===== src/rtl/audio_pdm_cic_rx.sv =====
// Stereo PDM receiver: 2-flop input sync, per-channel 3rd-order CIC decimator, offset-binary PCM out.
// Optional define PDM_RX_CLIP_FLAG_EN adds clip_l/clip_r saturation flags.
module audio_pdm_cic_rx #(
  parameter int DECIM_LOG2 = 6
) (
  input  logic        clk,
  input  logic        rst,
  input  logic        ock,
  input  logic        sdi,
  output logic [31:0] dout_l,
  output logic [31:0] dout_r,
  output logic        dout_valid,
  input  logic        dout_ready,
  output logic        overrun
`ifdef PDM_RX_CLIP_FLAG_EN
  ,
  output logic        clip_l,
  output logic        clip_r
`endif
);

  localparam int W = 3 * DECIM_LOG2 + 2;
  localparam int G = 3 * DECIM_LOG2;
  localparam logic signed [W-1:0] SAT_MAX = W'((1 << G) - 1);

  // state  | meaning
  // IDLE   | waiting for the decimation counter to wrap
  // COMB_L | left comb chain on the left i3 snapshot
  // COMB_R | right comb chain on the right i3 snapshot
  // OUT    | convert and present the PCM pair (after warm-up)
  typedef enum logic [1:0] {IDLE, COMB_L, COMB_R, OUT} state_t;
  state_t state, state_nx;

  logic ock_d, ock_dd, sdi_d, sdi_dd;
  logic rise, fall, wrap;
  logic [W-1:0] x;
  logic [W-1:0] i1_l, i2_l, i3_l, i1_r, i2_r, i3_r;
  logic [W-1:0] i1_n, i2_n, i3_n;
  logic [DECIM_LOG2-1:0] cnt;
  logic [W-1:0] snap_l, snap_r;
  logic [W-1:0] d1_l, d2_l, d3_l, d1_r, d2_r, d3_r;
  logic [W-1:0] comb_in, z1, z2, z3, c1, c2, c3;
  logic signed [W-1:0] c3_l, c3_r;
  logic [1:0] warm;
  logic handshake;

  function automatic logic [31:0] to_pcm(input logic signed [W-1:0] c);
    // c3 never drops below -2^G, so only the top needs clamping
    if (c > SAT_MAX) return {{(G+1){1'b1}}, {(31-G){1'b0}}};
    else             return {~c[G], c[G-1:0], {(31-G){1'b0}}};
  endfunction

  assign rise      = ~ock_dd & ock_d;
  assign fall      = ock_dd & ~ock_d;
  assign wrap      = fall & (&cnt);
  assign x         = sdi_dd ? W'(1) : {W{1'b1}};
  assign handshake = dout_valid & dout_ready;

  // Edges are mutually exclusive, so one adder chain serves both channels
  always_comb begin
    i1_n = (rise ? i1_l : i1_r) + x;
    i2_n = (rise ? i2_l : i2_r) + i1_n;
    i3_n = (rise ? i3_l : i3_r) + i2_n;
  end

  always_comb begin
    comb_in = snap_l;
    z1      = d1_l;
    z2      = d2_l;
    z3      = d3_l;
    if (state == COMB_R) begin
      comb_in = snap_r;
      z1      = d1_r;
      z2      = d2_r;
      z3      = d3_r;
    end
    c1 = comb_in - z1;
    c2 = c1 - z2;
    c3 = c2 - z3;
  end

  always_comb begin
    state_nx = state;
    case (state)
      IDLE:    if (wrap) state_nx = COMB_L;
      COMB_L:  state_nx = COMB_R;
      COMB_R:  state_nx = OUT;
      OUT:     state_nx = IDLE;
      default: state_nx = IDLE;
    endcase
  end

  always_ff @(posedge clk) begin
    if (rst) state <= IDLE;
    else     state <= state_nx;
  end

  always_ff @(posedge clk) begin
    if (rst) begin
      ock_d  <= 1'b0;
      ock_dd <= 1'b0;
      sdi_d  <= 1'b0;
      sdi_dd <= 1'b0;
      i1_l   <= '0;
      i2_l   <= '0;
      i3_l   <= '0;
      i1_r   <= '0;
      i2_r   <= '0;
      i3_r   <= '0;
      cnt    <= '0;
      snap_l <= '0;
      snap_r <= '0;
    end else begin
      ock_d  <= ock;
      ock_dd <= ock_d;
      sdi_d  <= sdi;
      sdi_dd <= sdi_d;
      if (rise) begin
        i1_l <= i1_n;
        i2_l <= i2_n;
        i3_l <= i3_n;
      end
      if (fall) begin
        i1_r <= i1_n;
        i2_r <= i2_n;
        i3_r <= i3_n;
        cnt  <= cnt + 1'b1;
      end
      // right snapshot includes the sample that completes the frame
      if (wrap) begin
        snap_l <= i3_l;
        snap_r <= i3_n;
      end
    end
  end

  always_ff @(posedge clk) begin
    if (rst) begin
      d1_l <= '0;
      d2_l <= '0;
      d3_l <= '0;
      d1_r <= '0;
      d2_r <= '0;
      d3_r <= '0;
      c3_l <= '0;
      c3_r <= '0;
    end else if (state == COMB_L) begin
      d1_l <= snap_l;
      d2_l <= c1;
      d3_l <= c2;
      c3_l <= c3;
    end else if (state == COMB_R) begin
      d1_r <= snap_r;
      d2_r <= c1;
      d3_r <= c2;
      c3_r <= c3;
    end
  end

  always_ff @(posedge clk) begin
    if (rst) begin
      dout_l     <= 32'h8000_0000;
      dout_r     <= 32'h8000_0000;
      dout_valid <= 1'b0;
      overrun    <= 1'b0;
      warm       <= '0;
`ifdef PDM_RX_CLIP_FLAG_EN
      clip_l     <= 1'b0;
      clip_r     <= 1'b0;
`endif
    end else if (state == OUT && warm != 2'd3) begin
      warm <= warm + 1'b1;
      if (handshake) dout_valid <= 1'b0;
`ifdef PDM_RX_CLIP_FLAG_EN
      if (handshake) begin
        clip_l <= 1'b0;
        clip_r <= 1'b0;
      end
`endif
    end else if (state == OUT) begin
      dout_l     <= to_pcm(c3_l);
      dout_r     <= to_pcm(c3_r);
      dout_valid <= 1'b1;
      if (dout_valid && !dout_ready) overrun <= 1'b1;
`ifdef PDM_RX_CLIP_FLAG_EN
      clip_l     <= c3_l > SAT_MAX;
      clip_r     <= c3_r > SAT_MAX;
`endif
    end else if (handshake) begin
      dout_valid <= 1'b0;
`ifdef PDM_RX_CLIP_FLAG_EN
      clip_l     <= 1'b0;
      clip_r     <= 1'b0;
`endif
    end
  end

endmodule


===== config.mk =====
export PLATFORM = sky130hd
export DESIGN_NAME = audio_pdm_cic_rx
export DESIGN_NICKNAME = d
export VERILOG_FILES = /design/src/rtl/audio_pdm_cic_rx.sv
export SDC_FILE = /design/constraint.sdc
export NUM_CORES = 1
export LEC_CHECK = 0
export BUFFER_PORTS_ARGS = -buffer_cell sky130_fd_sc_hd__buf_2
export CAP_MARGIN = 20
export CORE_ASPECT_RATIO = 1.75
export CORE_MARGIN = 2
export CORE_UTILIZATION = 35
export DETAILED_ROUTE_END_ITERATION = 10
export PLACE_DENSITY = 0.47
export SLEW_MARGIN = 0
export SYNTH_ARGS = -nofsm -noshare
export SYNTH_HDL_FRONTEND = slang
export SYNTH_SLANG_ARGS = --single-unit

===== constraint.sdc =====
create_clock -name clk -period 9.07 [get_ports clk]
set_input_delay 0 -clock clk [delete_from_list [all_inputs] [get_ports clk]]
set_output_delay 0 -clock clk [all_outputs]
set_load 0.005 [all_outputs]

==> flow_metrics.tcl <==
set metrics [dict create \
    antenna_found_initial 0 \
    clkPwrFrac 0.239 \
    setup_viol 0 \
    vias 16700 \
    ys_async_sr_fraction 0 \
    dieArea_um2 61400 \
    postCtsSetupBuffers 0 \
    synth_area_um2 20800 \
    grt_max_degree 210 \
    power_switching_mw 2.97 \
    tns_ns 0 \
    synth_top_area_cell "dfxtp_1" \
    grt_setup_unrepaired "false" \
    tightestPinTransition_ns 1.07 \
    yosysUniqueCellTypes 90 \
    drv_cap 0 \
    p_int_mw 4.34 \
    syn_inst 2563 \
    syn_area_per_cell_um2 8.10 \
    totalPowerFinal_mw 7.32 \
    die-width_um 188 \
    grt_pass1_vias 16400 \
    status "finished, final reports clean" \
    pwr-share-seq 0.253 \
    instances_no_fill 3341 \
    powerDensity_nw_per_um2 319 \
    crit_fanout 21 \
    rrSetupSlack_ns 2.06 \
    swShare 0.406 \
    wirelength_mm 50.9 \
    drcViolationCount 0 \
    core-area_um2 58900 \
    synth_area_leaders "dfxtp_1, nand2_1, mux2i_1" \
    numCtsBuffers 39 \
    ys_seq_area_frac 0.361 \
    irDropWorstVdd_v 0.000179 \
    ff2ff_path_depth 26 \
    cts-resized-gates 0 \
    synth_top_area_share 0.361 \
    crit_arrival_ns 7.49 \
    maxSlewViolCount 0 \
    start_util 0.352 \
    n_antenna_cell 0 \
    hold_path.class "input port to flop" \
    cts_root_buffer "clkbuf_16" \
    grt_pass1_wl_mm 84.0 \
    comb_power_share 0.508 \
    hold_viol 0 \
    num-fill-cells 6069 \
    crit_type "flop to flop" \
    nets 2658 \
    power.leakage_nw 8.94 \
    crit_path_start_kind "flop" \
    place_congestion 0.791 \
    synth_edf_count 0 \
    cp-end-kind "flop" \
    max_freq_mhz 143 \
    wl_per_cell_um 15.2 \
    clock_skew_ns 0.0302 \
    track_usage 0.167 \
    cts_max_level 2 \
    port_buffers 44 \
    ant_nets 0 \
    min_delay_path_depth 3 \
    worstSkewPairLatency_ns 0.56 \
    yosys_warnings 0 \
    slew_headroom 0.288 \
    area_delta_synth_final_pct 10.6 \
    period_share 0.773 \
    initialDrtViolationCount 615 \
    cts.sinks 374 \
    tritoncts "done" \
    period_minus_slack_ns 7.01 \
    drive_gt1_frac 0.0718 \
    overflow 0 \
    firstDrtPassIters 4 \
    num_rows 118 \
    io_pins 71 \
    dpl.cell_count 3268 \
    clockBufferDepth 3 \
    place_hpwl_mm 35.6 \
    via_per_inst 4.99 \
    clk_pin_slew_worst_paths_ns 0.06 \
    die_height_um 326 \
    synth-seq-cells 374 \
    fin_util 0.390 \
    synth-main-ff-cell "dfxtp_1" \
    required_ns 9.55 \
]
## kinds of logic after synthesis
kind of cell / Yosys count / synth area share
AND/OR/NAND/NOR: 1006 / 0.207
AO/OA/AOI/OAI: 505 / 0.156
flip-flops: 374 / 0.361
buffers and inverters: 238 / 0.0485
multiplexers: 187 / 0.0909
XOR/XNOR: 133 / 0.0631
adder cells (fa/ha/maj): 119 / 0.0739
other: 1 / 0.000181
## layer usage
layer / vias up / wire length, µm / global-route usage
met1: 7780 / 20000 / 0.173
met4: 0 / 1950 / 0.0678
met5: - / 0 / 0
met3: 72 / 1390 / 0.0196
met2: 193 / 27500 / 0.331
li1: 8626 / - / -
## layout make-up
cell class,instances,area (µm²),share of cell area
Clock buffer,54,1120,0.0489
Sequential cell,374,7490,0.326
Clock inverter,14,251,0.0110
Tap cell,780,976,0.0425
Timing Repair Buffer,69,443,0.0193
Inverter,74,278,0.0121
Multi-Input combinational cell,1976,12400,0.540
## sequential cells by signal (all words and copies together), names as in the netlist, 20 cells and up
signal,cells
c3_l,20
c3_r,20
d1_l,20
d1_r,20
d2_l,20
d2_r,20
d3_l,20
d3_r,20
i1_l,20
i1_r,20
i2_l,20
i2_r,20
i3_l,20
i3_r,20
snap_l,20
snap_r,20
## cells in the final DEF, fill, tap and decap left out, types with 12 or more instances in the layout
cell type,netlist,layout
buf_4,27,19
conb_1,1,26
nor2_1,314,314
mux2i_1,176,176
a21o_1,33,33
a211oi_1,62,62
nand3_1,23,23
nand2b_1,37,36
xor2_1,38,38
dfxtp_1,374,374
nor2b_1,15,15
o21ai_0,57,57
or3_1,12,12
inv_1,74,74
xnor2_1,84,84
buf_2,4,43
nand2_1,472,472
clkbuf_16,0,39
nor3_1,58,58
ha_1,113,111
o21a_1,22,22
o21bai_1,14,14
a21oi_1,219,219
## timing repair
action	4_1_cts	5_1_grt
hold endpoints to repair	55	0
endpoints found under the setup margin	0	0
hold buffers	5	0
## cell usage after synthesis, types with 4 or more instances
cell,n
o22ai_1,5
ha_1,113
a21oi_1,219
clkbuf_1,103
dfxtp_1,374
xor2_1,38
mux2_2,8
o211ai_1,11
fa_1,6
buf_2,4
nor3b_1,5
nand2b_1,37
nand3b_1,9
nor2b_1,15
inv_1,74
a31o_2,9
nand2_1,472
nor2_1,314
a21o_1,33
o21bai_1,14
nand3_1,23
xnor3_1,5
mux2i_1,176
and3_1,8
nor3_1,58
a31oi_1,11
o31ai_1,5
and2_1,10
buf_4,27
xnor2_1,84
or3_1,12
nor4_1,11
o21ai_0,57
buf_1,29
nand4_1,7
a211oi_1,62
o21a_1,22
or2_2,7
o21ai_1,8
a211o_1,4
## worst max-delay path: stages (launching register included)
cell and delay, ns:
dfxtp_1 0.43, nor2b_4 0.45, buf_4 0.33, nand2_1 0.08, nand2_1 0.07, ha_1 0.28, and2b_1 0.21, o31ai_1 0.32
o311ai_2 0.21, a2111oi_0 0.46, or3_1 0.28, o21bai_1 0.09, a21oi_1 0.23, xnor2_1 0.20, ha_1 0.33, and2_1 0.17
a22o_1 0.19, a311o_1 0.33, a21oi_2 0.25, xnor2_1 0.14, ha_1 0.27, or4_1 0.45, o221a_1 0.25, a221oi_2 0.27
xnor2_1 0.16, or3_1 0.34, a21oi_1 0.14
## final timing paths
| check | to | start |
|---|---|---|
| setup / recovery | i3_l[19]$_SDFFE_PP0N_ | ock_d$_SDFF_PP0_ |
| hold / removal | sdi_d$_SDFF_PP0_ | sdi |
| hold reg to reg | i3_r[14]$_SDFFE_PP0P_ | i3_r[14]$_SDFFE_PP0P_ |
| setup reg to reg | i3_l[19]$_SDFFE_PP0N_ | ock_d$_SDFF_PP0_ |
## power groups by stage
stage               sequential [mW]  combinational (mW)  clock [mW]
global route                   1.87                4.14        1.87
CTS                            1.85                3.81        1.82
floorplan                      1.86                2.84           0
finish                         1.85                3.72        1.75
global placement               1.88                3.73           0
detailed placement             1.89                3.79           0
## stage by stage
step	setup WS (ns)	hold WS [ns]	instance area [µm²]
finish	2.06	0.248	23000
global route	1.48	0.267	23000
floorplan	1.53	0.128	20900
global placement	2.17	0.272	21500
CTS	2.00	0.226	23000
detailed placement	2.03	0.266	21500
Power figures use the tool's default switching activity.
